## src/rtl/uart_pkg.sv

```systemverilog
// Shared types and helpers for the buffered UART transmitter.
package uart_pkg;

  typedef enum logic [2:0] {
    ST_STARTUP = 3'd0,
    ST_IDLE    = 3'd1,
    ST_START   = 3'd2,
    ST_DATA    = 3'd3,
    ST_PAR     = 3'd4,
    ST_STOP    = 3'd5
  } uart_state_e;

  localparam int PAR_NONE = 0;
  localparam int PAR_ODD  = 1;
  localparam int PAR_EVEN = 2;

  function automatic int clog2(input int unsigned value);
    int unsigned v;
    int          r;
    v = (value > 0) ? value - 1 : 0;
    r = 0;
    while (v > 0) begin
      r++;
      v = v >> 1;
    end
    return r;
  endfunction

endpackage

```

## src/rtl/uart_sync_fifo.sv

```systemverilog
// Byte FIFO with registered storage; full/empty from the extra pointer MSB.
module uart_sync_fifo #(
  parameter int AW = 4
) (
  input  logic          clk,
  input  logic          rst,
  input  logic          wr_en,
  input  logic [7:0]    wr_data,
  input  logic          rd_en,
  output logic [7:0]    rd_data,
  output logic          full,
  output logic          empty,
  output logic [AW:0]   level
);

  logic [7:0]  mem [2**AW];
  logic [AW:0] wr_ptr;
  logic [AW:0] rd_ptr;

  always_ff @(posedge clk or negedge rst) begin
    if (!rst) begin
      wr_ptr <= '0;
      rd_ptr <= '0;
    end else begin
      if (wr_en && !full)
        wr_ptr <= wr_ptr + (AW+1)'(1);
      if (rd_en && !empty)
        rd_ptr <= rd_ptr + (AW+1)'(1);
    end
  end

  always_ff @(posedge clk) begin
    if (wr_en && !full)
      mem[wr_ptr[AW-1:0]] <= wr_data;
  end

  assign rd_data = mem[rd_ptr[AW-1:0]];
  assign empty   = (wr_ptr == rd_ptr);
  assign full    = (wr_ptr[AW] != rd_ptr[AW]) && (wr_ptr[AW-1:0] == rd_ptr[AW-1:0]);
  assign level   = wr_ptr - rd_ptr;

endmodule

```

## src/rtl/uart_tx_buffered.sv

```systemverilog
// Buffered UART transmitter: FIFO-fed framing FSM, LSB-first, optional parity, 1/2 stop bits.
module uart_tx_buffered
  import uart_pkg::*;
#(
  parameter int CLOCKFRQ       = 48_000_000,
  parameter int BAUDRATE       = 12_000_000,
  parameter int FIFO_AW        = 4,
  parameter int STOP_BITS      = 1,
  parameter int PARITY         = 0,
  parameter int STARTUP_CYCLES = 1024
) (
  input  logic               clk,
  input  logic               rst,
  input  logic               tx_valid,
  input  logic [7:0]         tx_byte,
  output logic               tx_ready,
  output logic               tx,
  output logic [FIFO_AW:0]   fifo_level,
  output logic               busy
);

  localparam int CPB = CLOCKFRQ / BAUDRATE;
  localparam int TW  = clog2(CPB);
  localparam int SW  = clog2(STARTUP_CYCLES + 1);
  localparam logic [TW-1:0] T_LAST    = TW'(CPB - 1);
  localparam logic [SW-1:0] S_LAST    = SW'(STARTUP_CYCLES - 1);
  localparam logic          STOP_LAST = 1'(STOP_BITS - 1);

  if ((CLOCKFRQ % BAUDRATE) != 0 || CPB < 2) begin : g_bad_baud
    $error("uart_tx_buffered: CLOCKFRQ/BAUDRATE must be an integer >= 2");
  end
  if (STOP_BITS < 1 || STOP_BITS > 2) begin : g_bad_stop
    $error("uart_tx_buffered: STOP_BITS must be 1 or 2");
  end
  if (PARITY < PAR_NONE || PARITY > PAR_EVEN) begin : g_bad_par
    $error("uart_tx_buffered: PARITY must be 0, 1 or 2");
  end

  uart_state_e   state, next_state;
  logic [TW-1:0] timer;
  logic [SW-1:0] startup_cnt;
  logic [2:0]    bit_cnt;
  logic          stop_cnt;
  logic [7:0]    shift;
  logic          par_bit;
  logic          tx_q, busy_q, tx_d, busy_d;
  logic          pop, bit_end;
  logic          fifo_full, fifo_empty;
  logic [7:0]    fifo_rd_data;

  assign bit_end = (timer == T_LAST);

  uart_sync_fifo #(.AW(FIFO_AW)) u_fifo (
    .clk     (clk),
    .rst     (rst),
    .wr_en   (tx_valid && !fifo_full),
    .wr_data (tx_byte),
    .rd_en   (pop),
    .rd_data (fifo_rd_data),
    .full    (fifo_full),
    .empty   (fifo_empty),
    .level   (fifo_level)
  );

  always_ff @(posedge clk or negedge rst) begin
    if (!rst) state <= ST_STARTUP;
    else      state <= next_state;
  end

  // Leaving STARTUP with data queued pops directly so the hold is exactly STARTUP_CYCLES.
  always_comb begin
    next_state = state;
    pop        = 1'b0;
    case (state)
      ST_STARTUP: if (startup_cnt == S_LAST) begin
        if (!fifo_empty) begin
          pop        = 1'b1;
          next_state = ST_START;
        end else begin
          next_state = ST_IDLE;
        end
      end
      ST_IDLE: if (!fifo_empty) begin
        pop        = 1'b1;
        next_state = ST_START;
      end
      ST_START: if (bit_end) next_state = ST_DATA;
      ST_DATA:  if (bit_end && bit_cnt == 3'd7)
        next_state = (PARITY != PAR_NONE) ? ST_PAR : ST_STOP;
      ST_PAR:   if (bit_end) next_state = ST_STOP;
      ST_STOP:  if (bit_end && stop_cnt == STOP_LAST) begin
        if (!fifo_empty) begin
          pop        = 1'b1;
          next_state = ST_START;
        end else begin
          next_state = ST_IDLE;
        end
      end
      default:  next_state = ST_STARTUP;
    endcase
  end

  always_comb begin
    tx_d   = 1'b1;
    busy_d = 1'b1;
    case (state)
      ST_IDLE:  busy_d = !fifo_empty;
      ST_START: tx_d   = 1'b0;
      ST_DATA:  tx_d   = shift[0];
      ST_PAR:   tx_d   = par_bit;
      default:  tx_d   = 1'b1;
    endcase
  end

  always_ff @(posedge clk or negedge rst) begin
    if (!rst) begin
      timer       <= '0;
      startup_cnt <= '0;
      bit_cnt     <= '0;
      stop_cnt    <= 1'b0;
      shift       <= '0;
      par_bit     <= 1'b0;
      tx_q        <= 1'b1;
      busy_q      <= 1'b1;
    end else begin
      tx_q   <= tx_d;
      busy_q <= busy_d;
      if (state == ST_STARTUP && startup_cnt != S_LAST)
        startup_cnt <= startup_cnt + SW'(1);
      if (state == ST_START || state == ST_DATA || state == ST_PAR || state == ST_STOP)
        timer <= bit_end ? '0 : timer + TW'(1);
      else
        timer <= '0;
      if (state != ST_DATA)
        bit_cnt <= '0;
      else if (bit_end)
        bit_cnt <= bit_cnt + 3'd1;
      if (state == ST_STOP && bit_end)
        stop_cnt <= (stop_cnt == STOP_LAST) ? 1'b0 : ~stop_cnt;
      if (pop) begin
        shift   <= fifo_rd_data;
        par_bit <= (^fifo_rd_data) ^ (PARITY == PAR_ODD);
      end else if (state == ST_DATA && bit_end) begin
        shift <= shift >> 1;
      end
    end
  end

  assign tx       = tx_q;
  assign busy     = busy_q;
  assign tx_ready = !fifo_full;

endmodule

```

## config.mk

```make
export PLATFORM = sky130hd
export DESIGN_NAME = uart_tx_buffered
export DESIGN_NICKNAME = d
export VERILOG_FILES = /design/src/rtl/uart_pkg.sv /design/src/rtl/uart_sync_fifo.sv /design/src/rtl/uart_tx_buffered.sv
export SDC_FILE = /design/constraint.sdc
export NUM_CORES = 1
export LEC_CHECK = 0
export ABC_AREA = 1
export CORE_MARGIN = 3
export CORE_UTILIZATION = 50
export DETAILED_ROUTE_END_ITERATION = 12
export PLACE_DENSITY = 0.78
export SLEW_MARGIN = 20
export SYNTH_ARGS = -nofsm -noshare
export SYNTH_HDL_FRONTEND = slang
export SYNTH_SLANG_ARGS = --single-unit
```

## constraint.sdc

```tcl
create_clock -name clk -period 2.4 [get_ports clk]
set_input_delay 0.48 -clock clk [delete_from_list [all_inputs] [get_ports clk]]
set_output_delay 0.48 -clock clk [all_outputs]
set_load 0.03 [all_outputs]
```

==> summary.md, run 1 <==
| Metric | Value |
|---|---|
| Status | complete, but fails checks |
| Failing checks | setup timing |
| Post-DRT Antenna Nets | 0 |
| Seq/Total Area, Yosys | 0.631 |
| WHS | 169 ps |
| ANT cells | 0 |
| CP Class | flop to primary output |
| Yosys cell types | 31 |
| Grt met3 use | 0.0430 |
| Syn_area_per_cell | 9.65 um2 |
| Final worst clock skew | 13.6 ps |
| Minimum clock period | 2450 ps |
| Slowest-stage cell, CP | fa_2 |
| Slew Viols, Final | 0 |
| CTS Buffer Depth | 2 |
| Wire per inst | 15.5 um |
| CP Max Fanout | 4 |
| Total track usage | 0.203 |
| Fmax | 0.409 GHz |
| DRC violations left | 0 |
| Fin area | 8980 um2 |
| Final Net Count | 869 |
| Most Crowded Layer GR | met2 |
| Period utilization | 1.02 |
| Yosys warns | 0 |
| DIE HEIGHT | 130 um |
| Final setup viols | 1 |
| CP endpoint kind | primary output |
| Slew @ Worst Pin | 874 ps |
| HP Class | input port to async pin |
| Finished Layout Cells | 1041 |
| Register bit total from synthesis | 168 |
| Largest net degree at the start of global routing | 57 |
| Post-DR vias/cell | 5.21 |
| WP data required | 1920 ps |
| Mapped Cells | 796 |
| Die Width | 130 um |
| Pre-CTS setup slack | 115 ps |
| Reg clk slew, reported paths | 70 ps |
| Pre-antenna DRT Iters | 5 |
| Critical Path AT | 1970 ps |
| Total negative slack | -46.2 ps |
| Layout cell share with drive strength beyond 1 | 0.128 |
| Post-Synthesis Cell Area | 7680 um2 |
| Via count | 5425 |
| Worst skew pair latency | 430 ps |
| GRT overflow | 0 |
| MaxCap Viol Count | 0 |
| Total Wirelength | 16.2 mm |
| CTS Sinks | 168 |
| Starting Density | 0.519 |
| Setup slack after layout | -46.2 ps |
| DP HPWL | 10.6 mm |
| GR Util met2 | 0.333 |
| # rows | 44 |
| Cell area after placement | 8210 um2 |
| Syn Nets | 821 |
| Met1 Use GR | 0.272 |
| Leakage | 3.90 nW |
| First-pass GRT wire length | 25.9 mm |
| # IOs | 19 |
| Highest-count cells in the layout ignoring fill and taps | nand2_1 (239), edfxtp_1 (128), inv_1 (102) |
| Vias in the first global route | 5096 |
| Dpl cells | 998 |
| Core Area | 14800 um2 |
| Initial antenna violation count | 0 |
| Crit-path cells | inv_2 > ha_4 > fa_2 > o21ai_2 > xnor2_1 > buf_4 |
| Dominant cells by area after synthesis | edfxtp_1 (50%), dfrtp_1 (12%), nand2_1 (12%) |
| Power density over the cells | 840 nW/um2 |
| Crit start category | flop |
| Root Driver | clkbuf_16 |
| Synth area leader | edfxtp_1 |
| Flop-to-flop setup slack | 70 ps |
| Normalized max-slew margin | 0.417 |
| Final Util | 0.606 |
| Overall power | 7.55 mW |
| Fillers | 1140 |
| Worst path max stage delay | 380 ps |
| Post-synth top area share | 0.500 |
| Gpl congestion | 0.834 |
| Most common cell after layout, fill and taps aside | nand2_1 |
| RSZ-0062 raised after global routing | yes |
| Max IR drop VDD | 0.805 mV |
| Full die area | 16900 um2 |
| TritonCTS clock tree | yes |
| CTS buffer count | 17 |
| Port Buffers | 18 |
| Fin. Hold Viols | 0 |
| Iter 0 DRT Violations | 381 |
| CTS H-Tree Depth | 4 |
| Layout overhead on the synthesized area | 16.9% |
where the power goes:
group	leakage (nW)	internal (mW)	switching, mW
combinational	1.93	0.442	0.907
sequential	1.68	3.40	0.0837
clock	0.290	1.56	1.16
metal layers:
layer,vias up,share of wire
met4,0,0.022
met2,203,0.48
met3,30,0.065
li1,2663,-
met5,-,0
met1,2529,0.43
state kept, by name, indices dropped and copies added, names as in the netlist:
name           flops
u_fifo.mem       128
u_fifo.rd_ptr      5
bit_cnt            3
tx                 1
busy               1
par_bit            1
shift              8
timer              2
u_fifo.wr_ptr      5
startup_cnt       11
state              3
what timing repair did:
item | CTS | global route
endpoints found under the setup margin | 6 | 110
resized for setup | 12 | 18
hold buffers | 0 | 0
buffers inserted | 4 | 7
pin swaps | 5 | 5
hold endpoints to repair | 0 | 0
cells by family after synthesis:
| kind of cell | synth area share |
|---|---|
| xor+xnor | 0.0228 |
| buf+inv | 0.0707 |
| compound gates | 0.0321 |
| mux | 0.00147 |
| simple gates | 0.218 |
| flops | 0.631 |
| fa+ha+maj | 0.0238 |
worst max-delay path, delay by kind of cell, from the launching register on:
| kind | cells | cell delay (ps) |
|---|---|---|
| AO/OA/AOI/OAI | 1 | 190 |
| adder cells (fa/ha/maj) | 2 | 550 |
| flip-flops | 1 | 370 |
| buffers and inverters | 2 | 270 |
| XOR/XNOR | 1 | 150 |
cell usage after synthesis (all sizes together):
master  count
a31oi       1
nand4       6
a21oi       2
xnor2       8
fa          1
clkinv      3
a22oi       1
inv       107
nand2     242
nor3        4
ha         13
mux2        1
clkbuf      4
edfxtp    128
or4         1
o21a        1
dfstp       2
nor2       92
dfrtp      38
o21ai      34
o211ai      6
buf        19
xor2       12
nand3      70
final cells by class:
class | count | area [um2] | share of cell area
inverters | 110 | 413 | 0.0460
clock buffers | 18 | 429 | 0.0478
flip-flops and latches | 168 | 4850 | 0.540
multi-input cells | 495 | 2460 | 0.273
well taps | 184 | 230 | 0.0256
clock inverters | 14 | 165 | 0.0184
repair buffers | 52 | 439 | 0.0489
final timing paths:
| path | start | to | cells past startpoint |
|---|---|---|---|
| max | u_fifo.wr_ptr[0]$_DFFE_PN0P_ | fifo_level[4] | 6 |
| max in group asynchronous | rst | u_fifo.rd_ptr[0]$_DFFE_PN0P_ | 1 |
| min | rst | par_bit$_DFFE_PN0P_ | 1 |
| max reg2reg | u_fifo.rd_ptr[3]$_DFFE_PN0P_ | u_fifo.mem[13][2]$_DFFE_PP_ | 9 |
| min in group clk | timer[0]$_DFF_PN0_ | timer[0]$_DFF_PN0_ | 1 |
| min reg2reg | timer[0]$_DFF_PN0_ | timer[0]$_DFF_PN0_ | 1 |
Power figures use the tool's default switching activity.
==> run 2: changes to the inputs <==
- CORE_MARGIN: 3 -> not set
- CTS_CLUSTER_DIAMETER: not set -> 200
==> summary.md, run 2 (same netlist as run 1, synthesis figures left out) <==
| Metric | Value |
|---|---|
| Final Util | 0.599 (was 0.606) |
| Status | finished clean (was complete, but fails checks) |
| Vias in the first global route | 5225 (was 5096) |
| Core Area | 14800 um2 (about the same) |
| Leakage | 3.82 nW (was 3.90 nW) |
| Pre-CTS setup slack | 152 ps (was 115 ps) |
| Normalized max-slew margin | 0.566 (was 0.417) |
| Reg2reg end | u_fifo.mem[14][6]$_DFFE_PP_ (was u_fifo.mem[13][2]$_DFFE_PP_) |
| Die Width | 126 um (was 130 um) |
| Reg2reg start | u_fifo.rd_ptr[3]$_DFFE_PN0P_ (unchanged) |
| Iter 0 DRT Violations | 426 (was 381) |
| Setup slack after layout | 14.4 ps (was -46.2 ps) |
| RSZ-0062 raised after global routing | yes (unchanged) |
| TritonCTS clock tree | yes (unchanged) |
| Most common cell after layout, fill and taps aside | nand2_1 (unchanged) |
| MaxCap Viol Count | 0 (unchanged) |
| Cells on worst reg2reg path | 9 (unchanged) |
| Most Crowded Layer GR | met2 (unchanged) |
| CTS Sinks | 168 (unchanged) |
| # IOs | 19 (unchanged) |
| CP Class | flop to primary output (unchanged) |
| DIE HEIGHT | 126 um (was 130 um) |
| Slew @ Worst Pin | 650 ps (was 874 ps) |
| ANT cells | 0 (unchanged) |
| Max IR drop VDD | 0.580 mV (was 0.805 mV) |
| Initial antenna violation count | 0 (unchanged) |
| Critical Path AT | 1910 ps (was 1970 ps) |
| WP data required | 1920 ps (about the same) |
| Full die area | 15900 um2 (was 16900 um2) |
| CTS buffer count | 17 (unchanged) |
| Total Wirelength | 16.6 mm (was 16.2 mm) |
| Starting Density | 0.521 (was 0.519) |
| Dpl cells | 996 (was 998) |
| # rows | 44 (unchanged) |
| Minimum clock period | 2390 ps (was 2450 ps) |
| CP Max Fanout | 4 (unchanged) |
| HP Class | input port to async pin (unchanged) |
| Highest-count cells in the layout ignoring fill and taps | nand2_1 (239), edfxtp_1 (128), inv_1 (102) (unchanged) |
| Wire per inst | 16.1 um (was 15.5 um) |
| Post-DRT Antenna Nets | 0 (unchanged) |
| Fin. Hold Viols | 0 (unchanged) |
| Met1 Use GR | 0.284 (was 0.272) |
| Pre-antenna DRT Iters | 5 (unchanged) |
| Final setup viols | 0 (was 1) |
| Grt met3 use | 0.0497 (was 0.0430) |
| CTS Hold Buffers Added | 0 (unchanged) |
| CP endpoint kind | primary output (unchanged) |
| Post-DR vias/cell | 5.27 (was 5.21) |
| Crit path buf inv count | 2 (unchanged) |
| Layout cell share with drive strength beyond 1 | 0.123 (was 0.128) |
| Fmax | 0.419 GHz (was 0.409 GHz) |
| Fin area | 8840 um2 (was 8980 um2) |
| Critical path depth | 6 (unchanged) |
| CTS Buffer Depth | 2 (unchanged) |
| Fillers | 1159 (was 1140) |
| Largest net degree at the start of global routing | 74 (was 57) |
| Worst path max stage delay | 380 ps (about the same) |
| Layout overhead on the synthesized area | 15.0% (was 16.9%) |
| Reg clk slew, reported paths | 70 ps (about the same) |
| Crit start category | flop (unchanged) |
| GR Util met2 | 0.368 (was 0.333) |
| DP HPWL | 10.4 mm (was 10.6 mm) |
| GRT overflow | 0 (unchanged) |
| Worst skew pair latency | 430 ps (about the same) |
| Port Buffers | 18 (unchanged) |
| Max reg flops | 128 (unchanged) |
| Slowest-stage cell, CP | dfrtp_1 (was fa_2) |
| Cell area after placement | 8200 um2 (was 8210 um2) |
| Via count | 5454 (was 5425) |
| Final worst clock skew | 11.0 ps (was 13.6 ps) |
| Slew Viols, Final | 0 (unchanged) |
| First-pass GRT wire length | 26.6 mm (was 25.9 mm) |
| Gpl congestion | 0.871 (was 0.834) |
| Finished Layout Cells | 1035 (was 1041) |
| Total track usage | 0.223 (was 0.203) |
| Final Net Count | 863 (was 869) |
| Power density over the cells | 820 nW/um2 (was 840 nW/um2) |
| CTS H-Tree Depth | 4 (unchanged) |
| Root Driver | clkbuf_16 (unchanged) |
| Period utilization | 0.994 (was 1.02) |
| Flop-to-flop setup slack | 40 ps (was 70 ps) |
| DRC violations left | 0 (unchanged) |
| Crit-path cells | inv_2 > ha_4 > fa_2 > o21ai_2 > xnor2_1 > buf_4 (unchanged) |
| Delay-heaviest family, CP | adder cells (unchanged) |
[run 2: changes by cell type in the layout (fill, tap and decap cells not counted), sizes merged]
cell and delta:
buf -6, bufinv -2, clkbuf +1, clkinv -1, clkinvlp +4, inv -2
[run 2: worst register-to-register path: cells and delay by family (launching register included)]
kind / cells / cell delay [ps]
adder cells (fa/ha/maj): 1 / 350
AND/OR/NAND/NOR: 6 / 1070
buffers and inverters: 2 / 200
flip-flops: 1 / 390
[run 2: per-layer routing]
layer,part of all wire,up-vias
li1,-,2647
met1,0.42,2566
met2,0.49,186
met3,0.056,55
met4,0.035,0
met5,0,-
[run 2: per-stage QoR]
stage / power, mW / setup TNS [ps] / hold slack [ps]
final: 7.25 / 0 / 78.6
after global routing: 7.51 / -3840 / 117
after CTS: 7.16 / 0 / 83.0
after detailed placement: 4.69 / 0 / 437
after global placement: 4.67 / 0 / 433
after floorplan: 4.27 / -71.8 / 184
[run 2: area by class of cell]
class / instances / area [um2] / area share
Tap cell: 184 / 230 / 0.0260
Multi-Input combinational cell: 495 / 2420 / 0.273
Timing Repair Buffer: 46 / 398 / 0.0450
Clock buffer: 19 / 433 / 0.0490
Sequential cell: 168 / 4850 / 0.549
Inverter: 110 / 413 / 0.0467
Clock inverter: 13 / 96.3 / 0.0109
[run 2: what timing repair did]
item,in CTS,in global routing
gates resized for setup,9,16
hold endpoints to repair,0,0
setup endpoints to repair,5,112
pin swaps,2,4
cloned,0,0
buffers inserted,3,4
[run 2: power breakdown]
| part | switching [mW] | total (mW) | internal, mW | leakage [nW] |
|---|---|---|---|---|
| Clock | 1.15 | 2.47 | 1.33 | 0.249 |
| Sequential | 0.0940 | 3.49 | 3.40 | 1.68 |
| Combinational | 0.869 | 1.28 | 0.410 | 1.89 |
| Total | 2.11 | 7.25 | 5.14 | 3.82 |
[run 2: how the worst max path moves through the flow]
stage                                             from                           to
after global routing      u_fifo.rd_ptr[3]$_DFFE_PN0P_  u_fifo.mem[12][0]$_DFFE_PP_
after global placement    u_fifo.rd_ptr[3]$_DFFE_PN0P_  u_fifo.mem[12][5]$_DFFE_PP_
after floorplan           u_fifo.rd_ptr[1]$_DFFE_PN0P_   u_fifo.mem[0][0]$_DFFE_PP_
after CTS                 u_fifo.rd_ptr[2]$_DFFE_PN0P_                     tx_ready
after detailed placement  u_fifo.wr_ptr[0]$_DFFE_PN0P_  u_fifo.mem[12][5]$_DFFE_PP_
final                     u_fifo.wr_ptr[0]$_DFFE_PN0P_                fifo_level[4]
